**src/rtl/trap_unit_pkg.sv**
```systemverilog
// trap_unit_pkg: shared definitions for the machine-mode trap unit.
//   - mcause encodings for the synchronous traps and the external interrupt
//   - addresses of the CSRs owned by the trap unit
//   - bit positions inside mstatus / mie / mip
//   - privilege encodings and the trap FSM state type
// Optional feature macro used elsewhere: TRAP_UNIT_VECTORED_EN.
package trap_unit_pkg;

  localparam logic [31:0] CAUSE_ILLEGAL          = 32'd1;
  localparam logic [31:0] CAUSE_CSR_VIOLATION    = 32'd2;
  localparam logic [31:0] CAUSE_INSTR_MISALIGNED = 32'd3;
  localparam logic [31:0] CAUSE_LS_MISALIGNED    = 32'd4;
  localparam logic [31:0] CAUSE_MEXT_IRQ         = 32'h8000_000B;

  localparam logic [11:0] CSR_MSTATUS = 12'h300;
  localparam logic [11:0] CSR_MIE     = 12'h304;
  localparam logic [11:0] CSR_MTVEC   = 12'h305;
  localparam logic [11:0] CSR_MEPC    = 12'h341;
  localparam logic [11:0] CSR_MCAUSE  = 12'h342;
  localparam logic [11:0] CSR_MTVAL   = 12'h343;
  localparam logic [11:0] CSR_MIP     = 12'h344;

  localparam int MSTATUS_MIE    = 3;
  localparam int MSTATUS_MPIE   = 7;
  localparam int MSTATUS_MPP_LO = 11;
  localparam int MSTATUS_MPP_HI = 12;
  localparam int MIE_MEIE       = 11;
  localparam int MIP_MEIP       = 11;

  // Byte offset of the machine external interrupt entry in vectored mode (4 * 11).
  localparam int IRQ_VECTOR_OFFSET = 44;

  localparam logic [1:0] PRIV_U = 2'b00;
  localparam logic [1:0] PRIV_M = 2'b11;

  typedef enum logic [1:0] {
    IDLE,
    ENTER_FLUSH,
    RET_FLUSH
  } state_t;

endpackage

```
**src/rtl/trap_unit_if.sv**
```systemverilog
// trap_unit_if: CSR access port between the csr block (master) and the
// trap unit (slave).
//   csr_we    - write strobe
//   csr_addr  - 12-bit CSR address
//   csr_wdata - write data
//   csr_rdata - combinational read data, 0 for addresses the slave does not own
//   csr_hit   - the slave owns csr_addr
interface trap_unit_if #(
  parameter int XLEN = 32
);
  logic            csr_we;
  logic [11:0]     csr_addr;
  logic [XLEN-1:0] csr_wdata;
  logic [XLEN-1:0] csr_rdata;
  logic            csr_hit;

  modport master (output csr_we, csr_addr, csr_wdata, input csr_rdata, csr_hit);
  modport slave  (input csr_we, csr_addr, csr_wdata, output csr_rdata, csr_hit);
endinterface

```
**src/rtl/trap_unit_prio_enc.sv**
```systemverilog
// trap_prio_enc: combinational priority encoder for trap sources.
//   inputs : four synchronous trap flags, irq_pending (already masked by MIE/MEIE)
//   outputs: take_trap (any source active), is_irq (winner is the interrupt),
//            cause (mcause value of the winner, 0 when nothing is taken)
// Priority high to low: illegal, CSR violation, fetch misaligned,
// load/store misaligned, external interrupt.
module trap_prio_enc
  import trap_unit_pkg::*;
(
  input  logic        illegal_instr,
  input  logic        csr_access_violation,
  input  logic        instr_addr_misaligned,
  input  logic        load_store_misaligned,
  input  logic        irq_pending,
  output logic        take_trap,
  output logic        is_irq,
  output logic [31:0] cause
);

  always_comb begin
    take_trap = 1'b1;
    is_irq    = 1'b0;
    cause     = '0;
    if (illegal_instr) begin
      cause = CAUSE_ILLEGAL;
    end else if (csr_access_violation) begin
      cause = CAUSE_CSR_VIOLATION;
    end else if (instr_addr_misaligned) begin
      cause = CAUSE_INSTR_MISALIGNED;
    end else if (load_store_misaligned) begin
      cause = CAUSE_LS_MISALIGNED;
    end else if (irq_pending) begin
      is_irq = 1'b1;
      cause  = CAUSE_MEXT_IRQ;
    end else begin
      take_trap = 1'b0;
    end
  end

endmodule

```
**src/rtl/trap_unit.sv**
```systemverilog
// trap_unit: machine-mode trap entry / mret return and owner of the M-mode
// trap CSRs (mstatus, mie, mtvec, mepc, mcause, mtval, mip).
//   clk, reset_n            - clock, asynchronous active-low reset
//   trap_* / trap_pc/tval   - synchronous trap flags and their PC / tval
//   gpio0_irq, gpio1_irq    - level-sensitive external interrupts
//   irq_pc                  - resume point used as mepc for interrupts
//   mret_valid              - qualified mret in EX
//   csr (trap_unit_if.slave)- CSR read/write port
//   flush_trap, redirect_*  - one-cycle flush and PC redirect
//   privilege               - current privilege level
// Optional feature: define TRAP_UNIT_VECTORED_EN to make mtvec[1:0] writable
// and send interrupts to base + 44 when mtvec mode is 2'b01.
module trap_unit
  import trap_unit_pkg::*;
#(
  parameter int              XLEN        = 32,
  parameter logic [XLEN-1:0] RESET_MTVEC = 32'h0000_0100
) (
  input  logic            clk,
  input  logic            reset_n,
  input  logic            trap_illegal_instr,
  input  logic            trap_csr_access_violation,
  input  logic            trap_instr_addr_misaligned,
  input  logic            trap_load_store_misaligned,
  input  logic [XLEN-1:0] trap_pc,
  input  logic [XLEN-1:0] trap_tval,
  input  logic            gpio0_irq,
  input  logic            gpio1_irq,
  input  logic [XLEN-1:0] irq_pc,
  input  logic            mret_valid,
  trap_unit_if.slave      csr,
  output logic            flush_trap,
  output logic            redirect_valid,
  output logic [XLEN-1:0] redirect_pc,
  output logic [1:0]      privilege
);

  localparam logic [XLEN-1:0] ALIGN_MASK = ~XLEN'(3);

  state_t state, next_state;

  logic            mstatus_mie, mstatus_mpie;
  logic [1:0]      mstatus_mpp;
  logic            mie_meie;
  logic [XLEN-1:0] mtvec, mepc, mcause, mtval;

  logic        meip, irq_pending, take_trap, is_irq;
  logic [31:0] cause;
  logic        do_entry, do_mret;
  logic [XLEN-1:0] handler_base;

  assign meip        = gpio0_irq | gpio1_irq;
  assign irq_pending = mstatus_mie & mie_meie & meip;

  trap_prio_enc u_prio (
    .illegal_instr         (trap_illegal_instr),
    .csr_access_violation  (trap_csr_access_violation),
    .instr_addr_misaligned (trap_instr_addr_misaligned),
    .load_store_misaligned (trap_load_store_misaligned),
    .irq_pending           (irq_pending),
    .take_trap             (take_trap),
    .is_irq                (is_irq),
    .cause                 (cause)
  );

  assign handler_base = mtvec & ALIGN_MASK;

  // Trap FSM state register.
  always_ff @(posedge clk or negedge reset_n) begin
    if (!reset_n) state <= IDLE;
    else          state <= next_state;
  end

  // Next state, entry/return events and the flush/redirect outputs. Events are
  // only recognised in IDLE; in the flush states they belong to squashed
  // instructions. Redirect outputs depend on state alone so reset clears them
  // without a clock edge.
  always_comb begin
    next_state     = IDLE;
    do_entry       = 1'b0;
    do_mret        = 1'b0;
    flush_trap     = 1'b0;
    redirect_valid = 1'b0;
    redirect_pc    = '0;
    case (state)
      IDLE: begin
        if (take_trap) begin
          do_entry   = 1'b1;
          next_state = ENTER_FLUSH;
        end else if (mret_valid) begin
          do_mret    = 1'b1;
          next_state = RET_FLUSH;
        end
      end
      ENTER_FLUSH: begin
        flush_trap     = 1'b1;
        redirect_valid = 1'b1;
        redirect_pc    = handler_base;
`ifdef TRAP_UNIT_VECTORED_EN
        // mcause was written at entry, so its MSB tells us this was an interrupt.
        if (mtvec[1:0] == 2'b01 && mcause[XLEN-1])
          redirect_pc = handler_base + XLEN'(IRQ_VECTOR_OFFSET);
`endif
      end
      RET_FLUSH: begin
        flush_trap     = 1'b1;
        redirect_valid = 1'b1;
        redirect_pc    = mepc;
      end
      default: next_state = IDLE;
    endcase
  end

  // CSR state: trap entry and mret take precedence and swallow any CSR write
  // issued in the same cycle.
  always_ff @(posedge clk or negedge reset_n) begin
    if (!reset_n) begin
      privilege    <= PRIV_M;
      mstatus_mie  <= 1'b0;
      mstatus_mpie <= 1'b0;
      mstatus_mpp  <= PRIV_U;
      mie_meie     <= 1'b0;
`ifdef TRAP_UNIT_VECTORED_EN
      mtvec        <= RESET_MTVEC;
`else
      mtvec        <= RESET_MTVEC & ALIGN_MASK;
`endif
      mepc         <= '0;
      mcause       <= '0;
      mtval        <= '0;
    end else if (do_entry) begin
      mepc         <= (is_irq ? irq_pc : trap_pc) & ALIGN_MASK;
      mcause       <= XLEN'(cause);
      mtval        <= is_irq ? '0 : trap_tval;
      mstatus_mpie <= mstatus_mie;
      mstatus_mie  <= 1'b0;
      mstatus_mpp  <= privilege;
      privilege    <= PRIV_M;
    end else if (do_mret) begin
      privilege    <= mstatus_mpp;
      mstatus_mie  <= mstatus_mpie;
      mstatus_mpie <= 1'b1;
      mstatus_mpp  <= PRIV_U;
    end else if (csr.csr_we) begin
      case (csr.csr_addr)
        CSR_MSTATUS: begin
          mstatus_mie  <= csr.csr_wdata[MSTATUS_MIE];
          mstatus_mpie <= csr.csr_wdata[MSTATUS_MPIE];
          mstatus_mpp  <= csr.csr_wdata[MSTATUS_MPP_HI:MSTATUS_MPP_LO];
        end
        CSR_MIE:    mie_meie <= csr.csr_wdata[MIE_MEIE];
`ifdef TRAP_UNIT_VECTORED_EN
        CSR_MTVEC:  mtvec    <= csr.csr_wdata;
`else
        CSR_MTVEC:  mtvec    <= csr.csr_wdata & ALIGN_MASK;
`endif
        CSR_MEPC:   mepc     <= csr.csr_wdata & ALIGN_MASK;
        CSR_MCAUSE: mcause   <= csr.csr_wdata;
        CSR_MTVAL:  mtval    <= csr.csr_wdata;
        default: ;
      endcase
    end
  end

  // Combinational CSR read; unimplemented bits and unowned addresses read 0.
  always_comb begin
    csr.csr_rdata = '0;
    csr.csr_hit   = 1'b1;
    case (csr.csr_addr)
      CSR_MSTATUS: begin
        csr.csr_rdata[MSTATUS_MIE]                   = mstatus_mie;
        csr.csr_rdata[MSTATUS_MPIE]                  = mstatus_mpie;
        csr.csr_rdata[MSTATUS_MPP_HI:MSTATUS_MPP_LO] = mstatus_mpp;
      end
      CSR_MIE:    csr.csr_rdata[MIE_MEIE] = mie_meie;
      CSR_MTVEC:  csr.csr_rdata = mtvec;
      CSR_MEPC:   csr.csr_rdata = mepc;
      CSR_MCAUSE: csr.csr_rdata = mcause;
      CSR_MTVAL:  csr.csr_rdata = mtval;
      CSR_MIP:    csr.csr_rdata[MIP_MEIP] = meip;
      default:    csr.csr_hit = 1'b0;
    endcase
  end

endmodule

```
**src/flat_wrapper.sv**
```systemverilog
// flat-port wrapper written by rule: the top's interface ports become plain ports
module trap_unit_flat import trap_unit_pkg::*;
#(
  parameter int              XLEN        = 32,
  parameter logic [XLEN-1:0] RESET_MTVEC = 32'h0000_0100
)
  (clk, reset_n, trap_illegal_instr, trap_csr_access_violation, trap_instr_addr_misaligned, trap_load_store_misaligned, trap_pc, trap_tval, gpio0_irq, gpio1_irq, irq_pc, mret_valid, flush_trap, redirect_valid, redirect_pc, privilege, csr_csr_we, csr_csr_addr, csr_csr_wdata, csr_csr_rdata, csr_csr_hit);
  trap_unit_if #(.XLEN(XLEN)) csr_i ();
  input  logic clk;
  input  logic reset_n;
  input  logic trap_illegal_instr;
  input  logic trap_csr_access_violation;
  input  logic trap_instr_addr_misaligned;
  input  logic trap_load_store_misaligned;
  input  logic [XLEN-1:0] trap_pc;
  input  logic [XLEN-1:0] trap_tval;
  input  logic gpio0_irq;
  input  logic gpio1_irq;
  input  logic [XLEN-1:0] irq_pc;
  input  logic mret_valid;
  output logic flush_trap;
  output logic redirect_valid;
  output logic [XLEN-1:0] redirect_pc;
  output logic [1:0] privilege;
  input wire logic [$bits(csr_i.csr_we)-1:0] csr_csr_we;
  input wire logic [$bits(csr_i.csr_addr)-1:0] csr_csr_addr;
  input wire logic [$bits(csr_i.csr_wdata)-1:0] csr_csr_wdata;
  output wire logic [$bits(csr_i.csr_rdata)-1:0] csr_csr_rdata;
  output wire logic [$bits(csr_i.csr_hit)-1:0] csr_csr_hit;
  assign csr_i.csr_we = csr_csr_we;
  assign csr_i.csr_addr = csr_csr_addr;
  assign csr_i.csr_wdata = csr_csr_wdata;
  assign csr_csr_rdata = csr_i.csr_rdata;
  assign csr_csr_hit = csr_i.csr_hit;
  trap_unit #(.XLEN(XLEN), .RESET_MTVEC(RESET_MTVEC)) u_core (.clk(clk), .reset_n(reset_n), .trap_illegal_instr(trap_illegal_instr), .trap_csr_access_violation(trap_csr_access_violation), .trap_instr_addr_misaligned(trap_instr_addr_misaligned), .trap_load_store_misaligned(trap_load_store_misaligned), .trap_pc(trap_pc), .trap_tval(trap_tval), .gpio0_irq(gpio0_irq), .gpio1_irq(gpio1_irq), .irq_pc(irq_pc), .mret_valid(mret_valid), .csr(csr_i), .flush_trap(flush_trap), .redirect_valid(redirect_valid), .redirect_pc(redirect_pc), .privilege(privilege));
endmodule
```
**config.mk**
```make
export PLATFORM = sky130hd
export DESIGN_NAME = trap_unit_flat
export DESIGN_NICKNAME = d
export VERILOG_FILES = /design/src/rtl/trap_unit_pkg.sv /design/src/rtl/trap_unit_if.sv /design/src/rtl/trap_unit_prio_enc.sv /design/src/rtl/trap_unit.sv /design/src/flat_wrapper.sv
export SDC_FILE = /design/constraint.sdc
export NUM_CORES = 1
export LEC_CHECK = 0
export ABC_CLOCK_PERIOD_IN_PS = 2960
export BUFFER_PORTS_ARGS = -buffer_cell sky130_fd_sc_hd__buf_2
export CAP_MARGIN = 20
export CORE_ASPECT_RATIO = 1.1
export CORE_UTILIZATION = 32
export CTS_CLUSTER_SIZE = 16
export DETAILED_ROUTE_END_ITERATION = 12
export PLACE_DENSITY = 0.62
export SYNTH_ARGS = -nofsm -noshare
export SYNTH_HDL_FRONTEND = slang
export SYNTH_SLANG_ARGS = --single-unit
```
**constraint.sdc**
```tcl
create_clock -name clk -period 2.96 [get_ports clk]
set_input_delay 0.74 -clock clk [delete_from_list [all_inputs] [get_ports clk]]
set_output_delay 0.74 -clock clk [all_outputs]
set_load 0.01 [all_outputs]
```
### Yosys cells after proc, flatten, opt, wreduce, memory -nomap -nowiden

Cells that the tools add are included.

* equal/unequal tests: 10
* muxes and demuxes: 61
* bitwise gates (word level): 5
* reductions and logical operators: 16

Operators by type and width (number)
* 2-to-1 mux 32 bit: 19
* == test 12 x 10 -> 1 bit, second input constant: 7
* case mux 19 bit (4 select lines): 1
* case mux 32 bit (2 select lines): 1
* case mux 3 bit (4 select lines): 3
* 2-to-1 mux 1 bit: 24
* 2-to-1 mux 2 bit: 9
* case mux 1 bit (5 select lines): 3
* nonzero test 2 bit: 5
* AND reduction 3 bit: 3
* AND reduction 4 bit: 2
* case mux 1 bit (7 select lines): 1
* OR reduction 7 bit: 1
* nonzero test 3 bit: 2
* bitwise AND 1 bit: 2
* == test 2 x 1 -> 1 bit, second input constant: 1
* == test 2 bit, second input constant: 1
* logical NOT 2 bit: 1
* != test 2 x 1 -> 1 bit, second input constant: 1
* NOT 1 bit: 2
* AND reduction 2 bit: 1
* OR reduction 2 bit: 1
* OR 1 bit: 1

* bits in registers: 135
* output and inout port bits: 69
* logic and storage cells: 102

### Logic depth before layout (Yosys ltp)

* depth in word-level cells: 11
* gate-level depth with buffers: 9
* depth with buffers taken out: 7

### Modules after synthesis

A second synthesis with hierarchy kept.

* cell total of the unflattened synthesis: 957
* area, all modules: 8742.1 sq um

Modules (own cells, without submodules)
* trap_unit: times used 1, cells each 918, area each 8463.1 sq um, sequential area each 3331.9 sq um
* trap_prio_enc: times used 1, cells each 39, area each 279.0 sq um, sequential area each 0.0 sq um

### Worst setup path after synthesis

No wires, ideal clock.

* kind: in2out
* start point: input csr_csr_addr[7]
* end point: output csr_csr_rdata[4]
* arrival: 2.402 ns
* required time: 2.220 ns
* setup slack: -0.182 ns
* cell stages on the path: 5
* buffers on the path: 1
* path through: or3_1 clkbuf_1 nor4_4 a222oi_1 a2111oi_0

* word-level cells in the longest chain between the ends: 2

RTL lines
* start, declared: line flat_wrapper.sv:26 `input wire logic [$bits(csr_i.csr_addr)-1:0] csr_csr_addr;`
* == test 12 x 10 -> 1 bit: line trap_unit.sv:169 `case (csr.csr_addr)`
* case mux 3 bit (4 select lines) *: line trap_unit.sv:169
* end, declared: line flat_wrapper.sv:28 `output wire logic [$bits(csr_i.csr_rdata)-1:0] csr_csr_rdata;`

Every way passes the cells marked *; elsewhere a longest branch is shown, timed or not.

### Final worst setup path

* start point: input csr_csr_addr[3]
* end point: output csr_csr_rdata[7]

* word-level cells in the longest chain between the ends: 2

RTL lines (line)
* == test 12 x 10 -> 1 bit: trap_unit.sv:169
* case mux 1 bit (5 select lines) *: trap_unit.sv:169

Marked as above.

==> impl_metrics.json <==
{
  "violations": "negative setup slack",
  "dr.pass1.iters": 5,
  "synth_xor_area_frac": 0,
  "core_area_um2": 24700,
  "arrival_ns": 2.25,
  "die_y_um": 169,
  "drt_drc_violations_left": 0,
  "ant_nets": 0,
  "finalSetupViolations": 12,
  "cts_hold_buf": 0,
  "rsz0062_at_grt": "yes",
  "clk_latency_ns": 0.43,
  "fin_tns_setup_ns": -0.148,
  "power.share.switching": 0.330,
  "slew_headroom": 0.407,
  "worst_pin_slew_ns": 0.890,
  "finClkSkew_ns": 0.00873,
  "critPathRequiredTime_ns": 2.22,
  "netlist_area_um2": 8110,
  "clockPowerShare": 0.363,
  "period_share": 1.01,
  "drt-initial-drc-count": 735,
  "clock_sinks": 133,
  "synthSimpleGateAreaFrac": 0.156,
  "rrSetupSlack_ns": 0.76,
  "setup.worst_path.end_class": "output pin",
  "p_sw_mw": 2.02,
  "place_congestion": 0.900,
  "synthFlopType": "dfrtp_1",
  "fp-row-count": 60,
  "synth-compound-area-share": 0.251,
  "synth_adder_area_share": 0.00463,
  "cellPowerDensity_nw_per_um2": 552,
  "syn_to_final_growth_pct": 36.3,
  "hold_path.class": "input port to asynchronous set/reset pin",
  "seqPwrFrac": 0.393,
  "clock.fmax_mhz": 335,
  "synth_top_family_by_area": "compound AO/OA/AOI/OAI gates",
  "hpwl_um": 21500,
  "htreeDepth": 4,
  "path_class": "input port to output pin",
  "drv_slew": 0,
  "drv_cap": 0,
  "synth_seq_cells": 133,
  "die_x_um": 154,
  "start_util": 0.328,
  "clockBufferDepth": 2,
  "io_buffers": 212,
  "hold_viol_final": 0,
  "fin_nets": 1242,
  "finalPower_mw": 6.10,
  "yosysUniqueCellTypes": 58,
  "p_leak_nw": 4.74,
  "viasPerCell": 5.87,
  "synthArstFlopShare": 1.00,
  "comb_power_share": 0.244,
  "grt_max_degree": 73,
  "p_int_mw": 4.09,
  "wl_per_cell_um": 22.6,
  "synth_edf_count": 0,
  "post-place-ws_ns": -0.252,
  "gr-total-overflow": 0,
  "via_count": 8299,
  "cts_buffers": 17,
  "grt_pass1_vias": 8076,
  "syn_avg_cell_area_um2": 9.47,
  "grt_pass1_wl_um": 47800,
  "setup_ws_ns": -0.0292,
  "start_kind": "input port",
  "layout_min_cycle_time_ns": 2.99,
  "irDropWorstVdd_v": 0.000339,
  "yosysSeqAreaShare": 0.411,
  "synthMuxAreaShare": 0.120,
  "clkTransAtPathRegs_ns": 0.06,
  "drt-total-wl_um": 32000,
  "status": "finished with violations",
  "antenna_found_initial": 3,
  "tritoncts": "yes",
  "grt_usage": 0.243,
  "drive_above_1_share": 0.380,
  "root_buffer": "clkbuf_16",
  "syn_inst": 856,
  "fp.dieArea_um2": 26000,
  "crit_fanout": 7,
  "io-pin-count": 219,
  "yosys_warnings": 0
}
placed cells by master, fill, tap and decap left out, drive strengths merged, types with 3 or more instances in the layout:
cell type  count
mux2i         49
a211oi        11
nand4         59
nor2          11
buf          306
o21ai         65
clkinvlp       3
nand3         33
a22oi         60
inv           12
clkbuf        20
or3            3
mux2          33
nor4           5
dfrtp        130
ha             3
nor2b         32
nor3           5
o211ai        89
bufinv         3
a21oi         42
dfstp          3
clkinv         4
nand2         70
a31oi          5
a2bb2oi        3
a22o          13
Yosys cell counts, drive strengths merged, types with 5 or more instances:
library cell  count  share of area
nand2            70          0.032
nor2             11         0.0054
a22o             13          0.014
nor4              5         0.0057
dfrtp           130           0.40
nor2b            32          0.025
a211oi           11          0.010
a22oi            60          0.056
clkbuf           60          0.028
o21ai            65          0.040
nand3            33          0.021
mux2             33          0.060
a21oi            42          0.026
a31oi             5         0.0039
mux2i            49          0.061
o211ai           89          0.082
buf              35          0.025
nand4            59          0.046
nor3              5         0.0031
inv               8         0.0037
worst max-delay path, cell delays in order:
cell and delay (ns):
buf_2 0.10, buf_4 0.17, or3_1 0.43, nor4b_4 0.28
buf_4 0.18, nand2_1 0.08, o21ai_1 0.12, buf_2 0.16
worst paths after layout:
path | end | start | cells after the start
setup / recovery | csr_csr_rdata[7] | csr_csr_addr[3] | 8
hold / removal | u_core.mstatus_mpp[0] | reset_n | 1
setup reg to reg | u_core.mcause[15] | u_core.state[0] | 6
hold reg to reg | u_core.mstatus_mpp[0] | u_core.privilege[0] | 2
max in group asynchronous | u_core.mtvec[8] | reset_n | 2
min in group clk | u_core.mstatus_mpp[0] | u_core.privilege[0] | 2
layout make-up:
| type | count | area, um^2 |
|---|---|---|
| Fill cell | 2375 | 13700 |
| Tap cell | 310 | 388 |
| Sequential cell | 133 | 3330 |
| Timing Repair Buffer | 308 | 2100 |
| Clock inverter | 14 | 175 |
| Multi-Input combinational cell | 621 | 4590 |
| Clock buffer | 18 | 429 |
| Antenna cell | 2 | 5.00 |
| Inverter | 8 | 30.0 |
logic make-up after synthesis:
logic type	count (synthesis)
other cells	1
simple gates	233
fa+ha+maj	3
compound gates	301
flops	133
mux	82
buf+inv	103
routing by layer:
layer | vias up | global-route usage | share of wire
met1 | 4082 | 0.308 | 0.41
met4 | 2 | 0.0857 | 0.026
met5 | - | 0 | 0.00031
met3 | 61 | 0.0484 | 0.076
met2 | 401 | 0.412 | 0.49
li1 | 3753 | - | -
power groups by stage:
stage	combinational [mW]	sequential, mW	clock, mW
final	1.49	2.40	2.21
after floorplan	0.923	2.34	0
after global placement	1.43	2.41	0
after CTS	1.47	2.39	2.23
after global routing	1.63	2.44	2.30
after detailed placement	1.46	2.42	0
metrics by stage:
| stage | hold WS, ns | util | cell area [um^2] | std cells |
|---|---|---|---|---|
| 3_5_place_dp | 0.510 | 0.407 | 10100 | 1367 |
| 5_1_grt | 0.272 | 0.447 | 11000 | 1413 |
| 4_1_cts | 0.269 | 0.437 | 10800 | 1406 |
| 2_1_floorplan | 0.444 | - | 8140 | 857 |
| 3_3_place_gp | 0.505 | 0.407 | 10100 | 1367 |
| 6_report | 0.252 | 0.447 | 11000 | 1414 |
registers in the layout, summed over array words and instances, names as in the netlist:
name	cells
u_core.privilege	2
u_core.state	2
u_core.mie_meie	1
u_core.mtval	32
u_core.mcause	32
u_core.mstatus_mpie	1
u_core.mepc	30
u_core.mtvec	30
u_core.mstatus_mpp	2
u_core.mstatus_mie	1
repair_timing:
action | in CTS | in global routing
gates cloned | 0 | 2
pin swaps | 3 | 8
resized for setup | 20 | 45
setup endpoints to repair | 31 | 32
setup buffers | 7 | 4
Note: power is estimated with default switching activity, not from simulation.
